## src/rtl/xgpo_bank_pkg.sv

```systemverilog
//------------------------------------------------------------------------------
// Module  : xgpo_bank_pkg
// Brief   : Register offsets, mode encodings and base address for xgpo_bank.
// Revision: 1.0 - initial release
//------------------------------------------------------------------------------
`default_nettype none

package xgpo_bank_pkg;

    localparam logic [1:0] XGPO_DATA   = 2'd0;
    localparam logic [1:0] XGPO_MODE   = 2'd1;
    localparam logic [1:0] XGPO_PERIOD = 2'd2;

    typedef enum logic [1:0] {
        XGPO_LEVEL  = 2'd0,
        XGPO_PULSE  = 2'd1,
        XGPO_TOGGLE = 2'd2,
        XGPO_BLINK  = 2'd3
    } xgpo_mode_e;

    // 64-byte aligned so the largest bank (16 channels, ADDR_W=6) fits the window.
    localparam logic [31:0] GPO_BASE = 32'h0000_0400;

endpackage

`default_nettype wire

```

## src/rtl/xgpo_chan.sv

```systemverilog
//------------------------------------------------------------------------------
// Module  : xgpo_chan
// Brief   : One output channel: data/mode/period registers, counter, mode logic.
//           BLINK mode and the phase flop exist only with XGPO_BLINK_EN defined.
// Revision: 1.0 - initial release
//------------------------------------------------------------------------------
`default_nettype none

module xgpo_chan
    import xgpo_bank_pkg::*;
#(
    parameter int WIDTH          = 8,
    parameter int CNT_W          = 16,
    parameter int DEFAULT_PERIOD = 1000
) (
    input  logic             clk,
    input  logic             rst,
    input  logic             i_wr_data,
    input  logic             i_wr_mode,
    input  logic             i_wr_period,
    input  logic [WIDTH-1:0] i_data,
    input  logic [1:0]       i_mode,
    input  logic [CNT_W-1:0] i_period,
    output logic [WIDTH-1:0] o_out,
    output logic [1:0]       o_mode,
    output logic [CNT_W-1:0] o_period
);

    logic [WIDTH-1:0] r_data;
    logic [WIDTH-1:0] r_out;
    logic [CNT_W-1:0] r_period;
    logic [CNT_W-1:0] r_cnt;
    xgpo_mode_e       r_mode;
    xgpo_mode_e       w_mode;
    logic [CNT_W-1:0] w_load;

    assign w_load = (r_period == '0) ? CNT_W'(1) : r_period;

`ifdef XGPO_BLINK_EN
    logic r_phase;
    assign w_mode = r_mode;

    always_ff @(posedge clk or posedge rst) begin
        if (rst) begin
            r_phase <= 1'b1;
        end else if (i_wr_mode) begin
            r_phase <= 1'b1;
        end else if (!i_wr_data && (w_mode == XGPO_BLINK) && (r_cnt <= CNT_W'(1))) begin
            r_phase <= ~r_phase;
        end
    end
`else
    // MODE register keeps the written 3, but the channel runs it as LEVEL.
    assign w_mode = (r_mode == XGPO_BLINK) ? XGPO_LEVEL : r_mode;
`endif

    always_ff @(posedge clk or posedge rst) begin
        if (rst) begin
            r_data   <= '0;
            r_out    <= '0;
            r_cnt    <= '0;
            r_mode   <= XGPO_LEVEL;
            r_period <= CNT_W'(DEFAULT_PERIOD);
        end else begin
            if (i_wr_period) begin
                r_period <= i_period;
            end
            // A bus write on the same edge as a counter event takes priority.
            if (i_wr_mode) begin
                r_mode <= xgpo_mode_e'(i_mode);
                r_cnt  <= w_load;
                r_out  <= (i_mode == XGPO_PULSE) ? '0 : r_data;
            end else if (i_wr_data) begin
                r_data <= i_data;
                case (w_mode)
                    XGPO_PULSE: begin
                        r_out <= i_data;
                        r_cnt <= w_load;
                    end
                    XGPO_TOGGLE: r_out <= r_out ^ i_data;
`ifdef XGPO_BLINK_EN
                    XGPO_BLINK:  r_out <= r_phase ? i_data : '0;
`endif
                    default:     r_out <= i_data;
                endcase
            end else begin
                case (w_mode)
                    XGPO_PULSE: begin
                        if (r_cnt == CNT_W'(1)) begin
                            r_out <= '0;
                            r_cnt <= '0;
                        end else if (r_cnt != '0) begin
                            r_cnt <= r_cnt - CNT_W'(1);
                        end
                    end
`ifdef XGPO_BLINK_EN
                    XGPO_BLINK: begin
                        if (r_cnt <= CNT_W'(1)) begin
                            r_cnt <= w_load;
                            r_out <= r_phase ? '0 : r_data;
                        end else begin
                            r_cnt <= r_cnt - CNT_W'(1);
                        end
                    end
`endif
                    default: ;
                endcase
            end
        end
    end

    assign o_out    = r_out;
    assign o_mode   = r_mode;
    assign o_period = r_period;

endmodule

`default_nettype wire

```

## src/rtl/xgpo_bank.sv

```systemverilog
//------------------------------------------------------------------------------
// Module  : xgpo_bank
// Brief   : NCH-channel general-purpose output bank; channel decode and read mux.
//           Optional BLINK mode enabled by defining XGPO_BLINK_EN.
// Revision: 1.0 - initial release
//------------------------------------------------------------------------------
`default_nettype none

module xgpo_bank
    import xgpo_bank_pkg::*;
#(
    parameter int NCH            = 4,
    parameter int WIDTH          = 8,
    parameter int CNT_W          = 16,
    parameter int DEFAULT_PERIOD = 1000,
    parameter int DATA_W         = 16,
    parameter int ADDR_W         = $clog2(NCH) + 2
) (
    input  logic                 clk,
    input  logic                 rst,
    input  logic                 sel,
    input  logic                 we,
    input  logic [ADDR_W-1:0]    addr,
    input  logic [DATA_W-1:0]    data_in,
    output logic [DATA_W-1:0]    data_out,
    output logic [NCH*WIDTH-1:0] gpo_out
);

    logic [NCH-1:0]   w_hit;
    logic [1:0]       w_off;
    logic             w_wr;
    logic [WIDTH-1:0] w_rd_out  [NCH];
    logic [1:0]       w_rd_mode [NCH];
    logic [CNT_W-1:0] w_rd_per  [NCH];

    assign w_off = addr[1:0];
    assign w_wr  = sel & we;

    // Indices at or above NCH leave every w_hit bit clear, so they are inert.
    if (NCH == 1) begin : g_single
        assign w_hit = 1'b1;
    end else begin : g_multi
        for (genvar c = 0; c < NCH; c++) begin : g_hit
            assign w_hit[c] = (addr[ADDR_W-1:2] == (ADDR_W-2)'(c));
        end
    end

    for (genvar c = 0; c < NCH; c++) begin : g_chan
        xgpo_chan #(
            .WIDTH          (WIDTH),
            .CNT_W          (CNT_W),
            .DEFAULT_PERIOD (DEFAULT_PERIOD)
        ) u_chan (
            .clk         (clk),
            .rst         (rst),
            .i_wr_data   (w_wr & w_hit[c] & (w_off == XGPO_DATA)),
            .i_wr_mode   (w_wr & w_hit[c] & (w_off == XGPO_MODE)),
            .i_wr_period (w_wr & w_hit[c] & (w_off == XGPO_PERIOD)),
            .i_data      (data_in[WIDTH-1:0]),
            .i_mode      (data_in[1:0]),
            .i_period    (data_in[CNT_W-1:0]),
            .o_out       (w_rd_out[c]),
            .o_mode      (w_rd_mode[c]),
            .o_period    (w_rd_per[c])
        );
        assign gpo_out[c*WIDTH +: WIDTH] = w_rd_out[c];
    end

    always_comb begin
        data_out = '0;
        if (sel && !we) begin
            for (int c = 0; c < NCH; c++) begin
                if (w_hit[c]) begin
                    case (w_off)
                        XGPO_DATA:   data_out = DATA_W'(w_rd_out[c]);
                        XGPO_MODE:   data_out = DATA_W'(w_rd_mode[c]);
                        XGPO_PERIOD: data_out = DATA_W'(w_rd_per[c]);
                        default:     data_out = '0;
                    endcase
                end
            end
        end
    end

endmodule

`default_nettype wire

```

## config.mk

```make
export PLATFORM = sky130hd
export DESIGN_NAME = xgpo_bank
export DESIGN_NICKNAME = d
export VERILOG_FILES = /design/src/rtl/xgpo_bank_pkg.sv /design/src/rtl/xgpo_chan.sv /design/src/rtl/xgpo_bank.sv
export SDC_FILE = /design/constraint.sdc
export NUM_CORES = 1
export LEC_CHECK = 0
export CELL_PAD_IN_SITES_DETAIL_PLACEMENT = 1
export CELL_PAD_IN_SITES_GLOBAL_PLACEMENT = 2
export CORE_MARGIN = 2
export CORE_UTILIZATION = 40
export DETAILED_ROUTE_END_ITERATION = 16
export MAX_ROUTING_LAYER = met4
export PLACE_DENSITY = 0.87
export SLEW_MARGIN = 20
export SYNTH_ARGS = -nofsm -noshare
export SYNTH_HDL_FRONTEND = slang
export SYNTH_SLANG_ARGS = --single-unit
```

## constraint.sdc

```tcl
create_clock -name clk -period 18.55 [get_ports clk]
set_clock_uncertainty 0.1 [all_clocks]
set_input_delay 3.71 -clock clk [delete_from_list [all_inputs] [get_ports clk]]
set_output_delay 3.71 -clock clk [all_outputs]
set_load 0.005 [all_outputs]
```

==> metrics.log <==
[metrics] outcome: complete, no violations
[metrics] hold path startpoint: g_chan[1].u_chan.r_data[3]
[metrics] maxcap violations: 0
[metrics] Leak: 0.005253 uW
[metrics] layout cell share with drive strength beyond 1: a little under a fifth
[metrics] antenna violations before repair: 0
[metrics] crit start category: input port
[metrics] count of flip-flops with a built-in enable after synthesis: 0
[metrics] Die Area: a little under 30000 sq um
[metrics] setup slack of the most critical reg-to-reg path: 15.77 ns
[metrics] startpoint of the worst register-to-register path: g_chan[3].u_chan.r_cnt[7]
[metrics] fin crit period: just over 10 ns
[metrics] clock transition time at the flip-flop clock pins of the worst setup and hold paths: 0.08 ns
[metrics] total net switching power: 608.1 uW
[metrics] die height: between 150 and 200 um
[metrics] clk sinks: 200
[metrics] placement row count: between 60 and 70
[metrics] number of buffers created by CTS: 17
[metrics] share of the clock period used by the worst path: between 50% and 60%
[metrics] Max transition margin: between 20% and 30%
[metrics] clk root buf: clkbuf_16
[metrics] total number of yosys warnings: 0
[metrics] starting density of the core: between 40% and 50%
[metrics] First DRT Iteration DRCs: 734
[metrics] wire length of the first global-routing pass: around 58000 um
[metrics] cell area after placement: between 10000 and 15000 sq um
[metrics] final setup violation count: 0
[metrics] clock latency on the worst-skew pair: approximately 0.45 ns
[metrics] mean cell area of the mapped netlist: ~10 sq um
[metrics] Final GP Congestion: slightly below 0.9
[metrics] sum of net half-perimeters after detailed placement: approximately 26000 um
[metrics] Reg2Reg Capture Point: g_chan[3].u_chan.r_cnt[9]
[metrics] most common cell after layout, fill and taps aside: dfrtp_1
[metrics] met3 demand-to-capacity share in global routing: 4.050%
[metrics] Via Count: slightly above 9k
[metrics] worst supply voltage drop on vdd: about 65 uV
[metrics] nature of the critical path endpoint: primary output
[metrics] Worst Max-Slew Pin Slew: 1.109 ns
[metrics] Sw Share: approximately two fifths
[metrics] final count of pins violating max slew: 0
[metrics] Die Span X: about 170 um
[metrics] synthesized instance count: approximately 1.1k
[metrics] CP arrival: between 6 and 7 ns
[metrics] global routing met1 resource utilization: between 30 and 40%
[metrics] final net count: 1139
[metrics] Worst Setup Path Type: in2out
[metrics] length in cells of the worst reg-to-reg path: 5
[metrics] Critical Path RT: ~15 ns
[metrics] residual DRC count: 0
[metrics] largest net degree at the start of global routing: 142
[metrics] area of all placed cells without fillers: roughly 13000 sq um
[metrics] f_max: roughly 0.097 GHz
[metrics] unrepaired setup endpoints after global routing: no
[metrics] worst hold path endpoint: g_chan[1].u_chan.r_data[3]
[metrics] signed area change from the synthesized netlist to the final layout: 14.56%
[metrics] worst min path class: reg2reg
[metrics] number of buffers added on ports: around 70
[metrics] Unique masters post-synth: 74
[metrics] Clock power frac: about a quarter
[metrics] count of H-tree levels built during CTS: 4
[metrics] commonest cells after routing, fill and taps aside: dfrtp_1, mux2_2, nand2_1, nor2_1, clkdlybuf4s50_1
[metrics] clock buffer depth: 2
[metrics] Pre-Repair DR Iteration Count: 5
[metrics] remaining number of nets flagged by the antenna check after routing: 0
[metrics] Power Internal: between 900 and 1000 uW
[metrics] Comb pwr share: between 20% and 30%
[metrics] highest fanout seen on the critical path: 20
[metrics] core footprint: 27710 sq um
[metrics] most heavily used metal layer in global routing: met2
[metrics] met2 track demand over resource: a little over two fifths
[metrics] number of global-route vias before repair: about 9.7k
[metrics] flip-flop and latch count after synthesis: 200
[metrics] Fillers: between 3k and 4k
[metrics] pwr dens: about 120 nW/um^2
[metrics] sequential fraction of the synthesis area: ~45%
[metrics] synthesized cell area: 11200 sq um
[metrics] worst hold slack: between 0.3 and 0.4 ns
[metrics] Hold Violations, Final: 0
[metrics] wirelength, routed: approximately 37000 um
[metrics] GR Util All Layers: between 20% and 30%
[metrics] grt ovf: 0
[metrics] Inserted Diodes: 0
[metrics] sequential share of power: 45.7%
[metrics] CTS tree: done
[metrics] count of boundary I/O pins: just over 70
[metrics] total of cells resized after clock tree synthesis: 0
[metrics] hold-fix buffer count after cts: 0
[metrics] Synth Flop Type: dfrtp_1
[metrics] Synthesized Nets: roughly 1.1k
[metrics] setup TNS: 0 ns
[metrics] ys async rst share: between 90% and 100%
[metrics] DR WL/cell: ~25 um
[metrics] hold-critical path depth: 2
[metrics] average vias per placed instance: between 6 and 7
[metrics] count of buffers added by post-CTS timing repair for setup: 0
## flip-flops by register name, summed over array words and instances (netlist names)
signal	count
g_chan.u_chan.r_cnt	64
g_chan.u_chan.r_data	32
g_chan.u_chan.o_out	32
g_chan.u_chan.o_period	64
g_chan.u_chan.o_mode	8
## worst max-delay path, stage by stage
cell and delay, ns:
clkdlybuf4s50_1 0.82, nor2b_1 0.27, buf_4 0.27, a21oi_1 0.09, mux4_2 0.47, nor2_1 0.25, clkdlybuf4s50_1 0.56
## final cells by class
| cell class | count | area, sq um | area share [%] |
|---|---|---|---|
| inverters | 36 | 142.6 | 1.111 |
| flip-flops and latches | 200 | 5035 | 39.23 |
| well taps | 378 | 473.0 | 3.685 |
| clock inverters | 13 | 146.4 | 1.141 |
| clock buffers | 19 | 452.9 | 3.529 |
| multi-input cells | 764 | 5762 | 44.89 |
| repair buffers | 84 | 823.3 | 6.415 |
## cells by family after synthesis
logic type | count (synthesis) | synth area share [%]
AO/OA/AOI/OAI | 251 | 16.84
buffers and inverters | 105 | 3.831
multiplexers | 131 | 15.22
XOR/XNOR | 32 | 2.502
AND/OR/NAND/NOR | 338 | 15.32
flip-flops | 200 | 44.94
adder cells (fa/ha/maj) | 12 | 1.340
## per-layer routing
| metal | vias up | wire [um] |
|---|---|---|
| met5 | - | 0 |
| met4 | 0 | 968 |
| met3 | 57 | 1786 |
| met2 | 275 | 17460 |
| met1 | 4865 | 16610 |
| li1 | 4107 | - |
## cells in the mapped netlist (all sizes together), types with 17 or more instances
| cell type | n | area, sq um |
|---|---|---|
| dfrtp | 176 | 4404 |
| mux2 | 95 | 1070 |
| nand2 | 89 | 334.1 |
| nor2 | 82 | 307.8 |
| o21ai | 59 | 295.3 |
| clkbuf | 47 | 176.4 |
| inv | 35 | 131.4 |
| a21oi | 33 | 168.9 |
| nor4 | 32 | 230.2 |
| nor3 | 31 | 155.2 |
| a22o | 30 | 262.8 |
| a221o | 26 | 260.3 |
| xor2 | 26 | 227.7 |
| dfstp | 24 | 630.6 |
| buf | 22 | 117.6 |
| mux4 | 22 | 495.5 |
| and3 | 21 | 131.4 |
| o2bb2ai | 19 | 166.4 |
| a32oi | 17 | 148.9 |
## per-stage QoR
stage | cells | utilization [%] | setup WS [ns] | power [uW]
after global routing | 1494 | 46.33 | 8.161 | 1676
after detailed placement | 1461 | 44.06 | 8.356 | 1197
after CTS | 1493 | 46.23 | 8.361 | 1590
after global placement | 1461 | 44.06 | 8.392 | 1177
after floorplan | 1069 | - | 9.326 | 1001
final | 1494 | 46.33 | 8.273 | 1590
## worst max path at each step
| stage | from | end | slack, ns | cells after the start |
|---|---|---|---|---|
| floorplan | rst | g_chan[0].u_chan.o_mode[0] | 9.33 | 1 |
| global placement | addr[0] | data_out[0] | 8.39 | 7 |
| detailed placement | addr[0] | data_out[1] | 8.36 | 7 |
| CTS | addr[0] | data_out[1] | 8.36 | 7 |
| global route | addr[0] | data_out[1] | 8.16 | 7 |
| finish | addr[0] | data_out[1] | 8.27 | 7 |
## power by group through the flow
stage,Sequential [uW],Combinational (uW),Clock [uW]
floorplan,655,346,0
global placement,725,452,0
detailed placement,729,468,0
CTS,723,474,393
global route,742,523,411
finish,726,474,390
(Power assumes the default switching activity.)
